File: config.mk
export PLATFORM = sky130hd
export DESIGN_NAME = result_display
export DESIGN_NICKNAME = d
export VERILOG_FILES = /design/src/rtl/result_display_pkg.sv /design/src/rtl/result_display_bin_to_bcd.sv /design/src/rtl/result_display.sv
export SDC_FILE = /design/constraint.sdc
export NUM_CORES = 1
export LEC_CHECK = 0
export CORE_MARGIN = 2
export CORE_UTILIZATION = 40
export CTS_BUF_LIST = sky130_fd_sc_hd__clkbuf_4
export CTS_CLUSTER_SIZE = 24
export DETAILED_ROUTE_END_ITERATION = 6
export PLACE_DENSITY = 0.59
export SLEW_MARGIN = 10
export SYNTH_ARGS = -nofsm -noshare
export SYNTH_HDL_FRONTEND = slang
export SYNTH_SLANG_ARGS = --single-unit
File: constraint.sdc
create_clock -name i_clock -period 4.65 [get_ports i_clock]
set_clock_uncertainty 0.2 [all_clocks]
set_input_delay 0.465 -clock i_clock [delete_from_list [all_inputs] [get_ports i_clock]]
set_output_delay 0.465 -clock i_clock [all_outputs]
set_load 0.05 [all_outputs]
File: src/rtl/result_display_pkg.sv
// Shared types and 7-segment encodings for the result display.
// Segment vectors are {g,f,e,d,c,b,a}, active-low.
package result_display_pkg;

  typedef enum logic [1:0] {
    ST_IDLE   = 2'd0,
    ST_SHIFT  = 2'd1,
    ST_UPDATE = 2'd2
  } state_e;

  localparam int unsigned BCD_W = 12;

  localparam logic [6:0] SEG_0     = 7'h40;
  localparam logic [6:0] SEG_1     = 7'h79;
  localparam logic [6:0] SEG_2     = 7'h24;
  localparam logic [6:0] SEG_3     = 7'h30;
  localparam logic [6:0] SEG_4     = 7'h19;
  localparam logic [6:0] SEG_5     = 7'h12;
  localparam logic [6:0] SEG_6     = 7'h02;
  localparam logic [6:0] SEG_7     = 7'h78;
  localparam logic [6:0] SEG_8     = 7'h00;
  localparam logic [6:0] SEG_9     = 7'h10;
  localparam logic [6:0] SEG_BLANK = 7'h7F;
  localparam logic [6:0] SEG_MINUS = 7'h3F;

  function automatic logic [6:0] bcd_to_seg(input logic [3:0] d);
    logic [6:0] s;
    case (d)
      4'd0:    s = SEG_0;
      4'd1:    s = SEG_1;
      4'd2:    s = SEG_2;
      4'd3:    s = SEG_3;
      4'd4:    s = SEG_4;
      4'd5:    s = SEG_5;
      4'd6:    s = SEG_6;
      4'd7:    s = SEG_7;
      4'd8:    s = SEG_8;
      4'd9:    s = SEG_9;
      default: s = SEG_BLANK;
    endcase
    return s;
  endfunction

endpackage

File: src/rtl/result_display_bin_to_bcd.sv
// Sequential double-dabble: one add-3/shift step per cycle, NB_DATA+1 steps.
// done_o is high during the final step; bcd_o is valid from the following cycle.
module bin_to_bcd
  import result_display_pkg::*;
#(
  parameter int unsigned NB_DATA = 8
) (
  input  logic             clk_i,
  input  logic             rst_ni,
  input  logic             start_i,
  input  logic [NB_DATA:0] bin_i,
  output logic             busy_o,
  output logic             done_o,
  output logic [BCD_W-1:0] bcd_o
);

  localparam int unsigned CW = $clog2(NB_DATA + 1);

  logic [NB_DATA:0] bin_q;
  logic [BCD_W-1:0] bcd_q;
  logic [BCD_W-1:0] adj;
  logic [CW-1:0]    cnt_q;
  logic             busy_q;

  always_comb begin
    adj = bcd_q;
    for (int unsigned i = 0; i < BCD_W / 4; i++) begin
      if (bcd_q[4*i +: 4] >= 4'd5) begin
        adj[4*i +: 4] = bcd_q[4*i +: 4] + 4'd3;
      end
    end
  end

  always_ff @(posedge clk_i or negedge rst_ni) begin
    if (!rst_ni) begin
      bin_q  <= '0;
      bcd_q  <= '0;
      cnt_q  <= '0;
      busy_q <= 1'b0;
    end else if (start_i) begin
      bin_q  <= bin_i;
      bcd_q  <= '0;
      cnt_q  <= CW'(NB_DATA);
      busy_q <= 1'b1;
    end else if (busy_q) begin
      bin_q <= bin_q << 1;
      bcd_q <= (adj << 1) | {{(BCD_W-1){1'b0}}, bin_q[NB_DATA]};
      if (cnt_q == '0) begin
        busy_q <= 1'b0;
      end else begin
        cnt_q <= cnt_q - 1'b1;
      end
    end
  end

  assign busy_o = busy_q;
  assign done_o = busy_q && (cnt_q == '0);
  assign bcd_o  = bcd_q;

endmodule

File: src/rtl/result_display.sv
// ALU result front panel: captures a signed result, converts |x| to BCD and
// scans sign + 3 digits onto a 4-digit common-anode display; LEDs mirror the raw value.
module result_display
  import result_display_pkg::*;
#(
  parameter int unsigned NB_DATA     = 8,
  parameter int unsigned NB_DIGITS   = 4,
  parameter int unsigned REFRESH_DIV = 100000
) (
  input  logic                 i_clock,
  input  logic                 i_reset,
  input  logic                 i_load,
  input  logic [NB_DATA-1:0]   i_result,
  output logic                 o_busy,
  output logic [NB_DATA-1:0]   o_leds,
  output logic [NB_DIGITS-1:0] o_anodes,
  output logic [6:0]           o_segments
);

  localparam int unsigned RW = (REFRESH_DIV > 1) ? $clog2(REFRESH_DIV) : 1;

  state_e             state_q, state_d;
  logic [NB_DATA-1:0] leds_q;
  logic [NB_DATA-1:0] pval_q, pval_d;
  logic               pend_q, pend_d;
  logic               sign_q, sign_d;
  logic               start;
  logic [NB_DATA-1:0] start_val;
  logic [NB_DATA:0]   ext, mag;

  logic               cvt_busy, cvt_done;
  logic [BCD_W-1:0]   cvt_bcd;

  logic               disp_neg_q;
  logic [BCD_W-1:0]   disp_bcd_q;

  logic [RW-1:0]        refresh_q;
  logic [1:0]           idx_q;
  logic [NB_DIGITS-1:0] an_q, an_d;
  logic [6:0]           seg_q, seg_d;
  logic [3:0]           units, tens, hunds;

  // A load arriving in UPDATE is consumed directly, so back-to-back conversions have no gap.
  always_comb begin
    state_d   = state_q;
    start     = 1'b0;
    start_val = i_result;
    pend_d    = pend_q;
    pval_d    = pval_q;
    case (state_q)
      ST_IDLE: begin
        if (i_load) begin
          start   = 1'b1;
          state_d = ST_SHIFT;
        end
      end
      ST_SHIFT: begin
        if (i_load) begin
          pend_d = 1'b1;
          pval_d = i_result;
        end
        if (cvt_done) begin
          state_d = ST_UPDATE;
        end
      end
      ST_UPDATE: begin
        pend_d = 1'b0;
        if (i_load || pend_q) begin
          start     = 1'b1;
          start_val = i_load ? i_result : pval_q;
          state_d   = ST_SHIFT;
        end else begin
          state_d = ST_IDLE;
        end
      end
      default: state_d = ST_IDLE;
    endcase
    sign_d = start ? start_val[NB_DATA-1] : sign_q;
  end

  // Magnitude is one bit wider so the most negative input converts correctly.
  assign ext = {start_val[NB_DATA-1], start_val};
  assign mag = ext[NB_DATA] ? (~ext + 1'b1) : ext;

  bin_to_bcd #(
    .NB_DATA(NB_DATA)
  ) u_bin_to_bcd (
    .clk_i  (i_clock),
    .rst_ni (i_reset),
    .start_i(start),
    .bin_i  (mag),
    .busy_o (cvt_busy),
    .done_o (cvt_done),
    .bcd_o  (cvt_bcd)
  );

  always_ff @(posedge i_clock or negedge i_reset) begin
    if (!i_reset) begin
      state_q    <= ST_IDLE;
      leds_q     <= '0;
      pend_q     <= 1'b0;
      pval_q     <= '0;
      sign_q     <= 1'b0;
      disp_neg_q <= 1'b0;
      disp_bcd_q <= '0;
    end else begin
      state_q <= state_d;
      pend_q  <= pend_d;
      pval_q  <= pval_d;
      sign_q  <= sign_d;
      if (i_load) begin
        leds_q <= i_result;
      end
      if (state_q == ST_UPDATE) begin
        disp_neg_q <= sign_q;
        disp_bcd_q <= cvt_bcd;
      end
    end
  end

  assign units = disp_bcd_q[3:0];
  assign tens  = disp_bcd_q[7:4];
  assign hunds = disp_bcd_q[11:8];

  always_comb begin
    an_d        = '1;
    an_d[idx_q] = 1'b0;
    case (idx_q)
      2'd0:    seg_d = bcd_to_seg(units);
      2'd1:    seg_d = (tens == 4'd0 && hunds == 4'd0) ? SEG_BLANK : bcd_to_seg(tens);
      2'd2:    seg_d = (hunds == 4'd0) ? SEG_BLANK : bcd_to_seg(hunds);
      default: seg_d = disp_neg_q ? SEG_MINUS : SEG_BLANK;
    endcase
  end

  always_ff @(posedge i_clock or negedge i_reset) begin
    if (!i_reset) begin
      refresh_q <= '0;
      idx_q     <= '0;
      an_q      <= '1;
      seg_q     <= SEG_BLANK;
    end else begin
      if (refresh_q == RW'(REFRESH_DIV - 1)) begin
        refresh_q <= '0;
        idx_q     <= idx_q + 2'd1;
      end else begin
        refresh_q <= refresh_q + 1'b1;
      end
      an_q  <= an_d;
      seg_q <= seg_d;
    end
  end

  assign o_busy     = cvt_busy || (state_q == ST_UPDATE);
  assign o_leds     = leds_q;
  assign o_anodes   = an_q;
  assign o_segments = seg_q;

endmodule

# --- Word-level counts from Yosys, hierarchy flattened ---
# Memories as Yosys holds them, arrays and structs flattened.
# Index checks and enable logic that the tools add are counted.
word_totals:
  regBits: 89
  latchBits: 0
  ramBits: 0
  mem_bits_ro: 336
  in_bits: 11
  output_inout_bits: 20
  word_cells: 90
  memories: 3
classes:
  addsub: 7
  n_mul: 0
  div_mod_pow: 0
  n_lt_le_gt_ge: 5
  eq_ne: 9
  n_shift: 0
  muxes: 33
  bitwise: 3
  n_reduce_logical: 15
memory_table:
  columns: ["memory", "depth", "width", "rd", "rd_clocked_by_memory_dff", "write_ports", "line", "rtl"]
  rows:
  - ["(no name shown)", 16, 7, 1, 0, 0, "result_display_pkg.sv:28", "case (d)"]
  - ["(no name shown)", 16, 7, 1, 0, 0, "result_display_pkg.sv:28", null]
  - ["(no name shown)", 16, 7, 1, 0, 0, "result_display_pkg.sv:28", null]
op_table:
  columns: ["cell", "count"]
  rows:
  - ["9-bit 2-to-1 mux", 3]
  - ["12-bit 2-to-1 mux", 2]
  - ["8-bit 2-to-1 mux", 3]
  - ["7-bit 2-to-1 mux", 3]
  - ["7-bit one-hot mux with 3 select lines", 1]
  - ["4-bit 2-to-1 mux", 5]
  - ["17-bit by 1-bit adder with 17-bit output, second input constant", 1]
  - ["17-bit == test, second input constant", 1]
  - ["17-bit 2-to-1 mux", 1]
  - ["4-bit by 3-bit greater-or-equal comparator with 1-bit output, second input constant", 3]
  - ["4-bit logical NOT", 3]
  - ["12-bit by 1-bit OR with 12-bit output", 1]
  - ["9-bit by 1-bit adder with 9-bit output, second input constant", 1]
  - ["9-bit inverter", 1]
  - ["4-bit by 2-bit adder with 4-bit output, second input constant", 2]
  - ["1-bit 2-to-1 mux", 8]
  - ["2-bit != test, second input constant", 4]
  - ["2-bit one-hot mux with 3 select lines", 1]
  - ["2-bit AND reduction", 3]
  - ["2-bit by 1-bit == test with 1-bit output, second input constant", 2]
  - ["2-bit == test, second input constant", 2]
  - ["2-bit logical NOT", 2]
  - ["2-bit 2-to-1 mux", 2]
  - ["4-bit inverter", 1]
  - ["11 further kinds", 16]

# --- Logic depth before layout (Yosys ltp) ---
depth:
  depth_word: 7
  depth_mapped: 9
  mapped_depth_nobuf: 7

# --- Cells and area by module ---
# From an unflattened synthesis, not the netlist that was laid out.
hier_totals:
  hier_cells: 494
  area_unflattened_um2: 4971.0
modules_own_cells:
  columns: ["mod", "n_inst", "cells_each", "area_each_um2", "seq_area_each_um2"]
  rows:
  - ["result_display", 1, 347, 3533.4, 1590.3]
  - ["bin_to_bcd", 1, 147, 1437.6, 650.6]

# --- Worst setup path after synthesis ---
# No wires, ideal clock.
synth_timing:
  path_type: "reg2out"
  start: "reg u_bin_to_bcd.busy_q (netlist: u_bin_to_bcd.busy_o)"
  end: "out o_busy"
  t_arrival_ns: 1.487
  slack_ns: 2.498
  path_stages_with_launch: 4
  path_buffers: 2
  path_cell_list: "dfrtp_1 -> buf_1 -> clkbuf_1 -> nand2b_1"
synth_between:
  elab_chain_cells: 1
synth_lines:
  columns: ["item", "line", "rtl"]
  rows:
  - ["from (decl)", "result_display_bin_to_bcd.sv:23", "logic busy_q;"]
  - ["from (signal assigned)", "result_display_bin_to_bcd.sv:39", "busy_q <= 1'b0;"]
  - ["from (signal assigned)", "result_display_bin_to_bcd.sv:44", "busy_q <= 1'b1;"]
  - ["from (signal assigned)", "result_display_bin_to_bcd.sv:49", "busy_q <= 1'b0;"]
  - ["1-bit logical OR", "result_display.sv:154", "assign o_busy = cvt_busy || (state_q == ST_UPDATE);"]
  - ["to (decl)", "result_display.sv:14", "output logic o_busy,"]
# Every way passes these cells.

# --- Worst setup path after layout ---
layout_timing:
  start: "reg state_q[0]"
  end: "out o_busy"
layout_between:
  elab_chain_cells: 2
layout_lines:
  columns: ["item", "line", "rtl"]
  rows:
  - ["from (decl)", "result_display.sv:22", "state_e state_q, state_d;"]
  - ["from (signal assigned)", "result_display.sv:107", "state_q <= state_d;"]
  - ["2-bit == test", "result_display.sv:154", null]
  - ["1-bit logical OR", "result_display.sv:154", null]
# Every way passes these cells.

==> out/qor.yml <==
synth:
  synth_fp_nets: 508
  synth_edf_count: 0
  synthFlopType: "dfrtp_1"
  ys_seq_elements: 89
  synthCells: 467
  synth.area.top_cells: "dfrtp_1 40%, ha_1 7.8%, dfstp_2 6.0%"
  synth.top_cell.area_share_pct: 40.4
  ys_types: 53
  synth.most_common_cell: "dfrtp_1"
  yosysWarnings: 0
  synth.cell_area_um2: 4830
  synth_top_area_cell: "dfrtp_1"
  synthTopCellsByCount: "78 x dfrtp_1, 49 x nor2_1, 35 x o21ai_0"
  async_flop_share_pct: 100
  syn_area_per_cell_um2: 10.3
  yosysSeqAreaShare_pct: 46.4
sta:
  hold_viol_final: 0
  tightest_slew_ps: 677
  period_needed_ps: 2860
  finalSetupTns_ps: 0
  finalCritPeriodShare_pct: 61.4
  slew_headroom_pct: 54.5
  slew_viol_final: 0
  rsz0062_at_grt: "no"
  setup_viol: 0
  fmax_mhz: 350
floorplan:
  die-width_um: 114
  dieArea_um2: 13000
  die_height_um: 114
  io_pins: 31
  start_util_pct: 40.5
  num_rows: 40
  core_area_um2: 11900
setup_path:
  path_cells: "nand2b_1 > buf_4 > nand2b_1 > clkdlybuf4s50_1"
  cp.required_ps: 3980
  start_kind: "register"
  critPathKind: "register to output port"
  arrival_ps: 2190
  crit_slowest_cell: "clkdlybuf4s50_1"
  critical_path.max_fanout: 20
  max_stage_delay_ps: 790
  worst-r2r-setup-slack_ps: 2380
  end_kind: "output port"
  cp_common_cell: "nand2b_1"
routing:
  firstDrtPassIters: 4
  viasPerCell: 5.12
  via_count: 3305
  totalWireLength_um: 8580
  drt_iter0_drc: 181
  wl_per_cell_um: 13.3
  ant_nets: 0
  drc_errors: 0
clock_network:
  cts_resized: 0
  clkTransAtPathRegs_ps: 140
  numCtsBuffers: 9
  clock-sinks: 89
  clk_latency_ps: 460
  clockBufferDepth: 2
  clock_tree.root_cell: "clkbuf_4"
  cts_tree: "yes"
  cts_max_level: 3
global_route:
  grt_usage_pct: 14.8
  first_global_vias: 3308
  antenna_found_initial: 0
  overflow: 0
  grt_first_pass_wirelength_um: 15500
  grt_start_max_net_pins: 49
placed_design:
  dpl.hpwl_um: 6070
  place.gp.congestion: 0.856
  port-buffer-count: 30
  placedCellCount: 630
layout:
  stdcell_count: 646
  nets: 536
  area_delta_synth_final_pct: 11.7
  drive_above_1_share_pct: 13.0
  antenna_cells: 0
power_and_ir_drop:
  ir_worst_vdd_v: 0.000173
  leakagePower_nw: 2.37
  p_per_area_nw_per_um2: 510
status:
  status: "finished clean"
worst_hold_path:
  hold_path.class: "register to register"
flow_run:
  cap_violations: 0
[layout make-up]
class,count,area [um2]
Fill cell,1139,6520
Multi-Input combinational cell,334,2390
Sequential cell,89,2240
Timing Repair Buffer,36,345
Tap cell,147,184
Inverter,25,93.8
Clock buffer,10,75.1
Clock inverter,5,57.6
[sequential cells by signal, indices dropped and copies added, names as in the netlist, 2 cells and up]
register,cells
state_q,2
o_segments,7
u_bin_to_bcd.cnt_q,4
o_leds,8
idx_q,2
u_bin_to_bcd.bin_q,9
o_anodes,4
disp_bcd_q,12
u_bin_to_bcd.bcd_o,12
pval_q,8
refresh_q,17
[worst max-delay path: cells and delay by family (launching register included)]
| kind | cells | cell delay [ps] |
|---|---|---|
| buffers and inverters | 2 | 990 |
| AND/OR/NAND/NOR | 2 | 260 |
| flip-flops | 1 | 470 |
[cells in the final DEF, fill, tap and decap left out, types with 2 or more instances in the layout]
cell type / synthesis / final
a211oi_1: 6 / 6
a21oi_1: 30 / 30
buf_4: 1 / 6
clkbuf_4: 0 / 10
clkdlybuf4s50_1: 0 / 29
clkinv_2: 0 / 2
clkinv_4: 0 / 2
dfrtp_1: 78 / 78
dfstp_2: 11 / 11
ha_1: 30 / 30
inv_1: 25 / 25
mux2_2: 25 / 25
mux2i_1: 27 / 27
nand2_1: 27 / 27
nand2b_1: 13 / 13
nand3_1: 12 / 12
nand3b_1: 3 / 3
nand4_1: 7 / 7
nor2_1: 49 / 49
nor2b_1: 6 / 6
nor3_1: 2 / 2
nor3b_1: 4 / 4
nor4_1: 4 / 4
o211ai_1: 3 / 3
o21ai_0: 35 / 35
xnor2_1: 17 / 17
xor2_1: 10 / 10
[logic make-up after synthesis]
group	after synthesis	share of synthesized area, %
XOR/XNOR	27	4.90
AO/OA/AOI/OAI	86	10.3
AND/OR/NAND/NOR	137	14.6
adder cells (fa/ha/maj)	30	7.78
flip-flops	89	46.4
multiplexers	54	12.0
buffers and inverters	44	3.94
[power by group]
group / leakage (nW) / internal [mW] / total (mW) / switching [mW]
clock network: 0.0762 / 0.167 / 0.435 / 0.268
logic: 1.19 / 0.499 / 1.11 / 0.612
registers: 1.10 / 0.998 / 1.20 / 0.205
[final timing paths]
kind	from	endpoint	cells after the start
min in group asynchronous	i_reset	refresh_q[5]	2
max in group asynchronous	i_reset	disp_bcd_q[3]	3
hold reg to reg	disp_neg_q	o_segments[6]	1
hold / removal	disp_neg_q	o_segments[6]	1
setup reg to reg	state_q[0]	u_bin_to_bcd.bin_q[6]	7
setup / recovery	state_q[0]	o_busy	4
[per-stage QoR]
step / hold slack (ps) / worst slack [ps] / power, mW / instance area (um2) / utilization, %
floorplan: -30.6 / 2500 / 2.07 / 4830 / -
global placement: 250 / 1860 / 2.31 / 5250 / 44.1
detailed placement: 250 / 1810 / 2.33 / 5250 / 44.1
CTS: 293 / 1740 / 2.78 / 5390 / 45.3
global route: 308 / 1650 / 2.99 / 5390 / 45.3
finish: 286 / 1790 / 2.75 / 5390 / 45.3
[metal layers]
metal	vias to the layer above	wire length, um	global-route usage [%]
met4	0	137	5.61
met3	13	275	3.83
li1	1670	-	-
met1	1578	4350	19.9
met5	-	0	0
met2	44	3820	23.0
[what timing repair did]
action | in CTS | in global routing
setup buffers | 0 | 0
hold endpoints to repair | 30 | 0
hold buffers | 1 | 0
No activity file was read; power rests on OpenSTA's default activity.
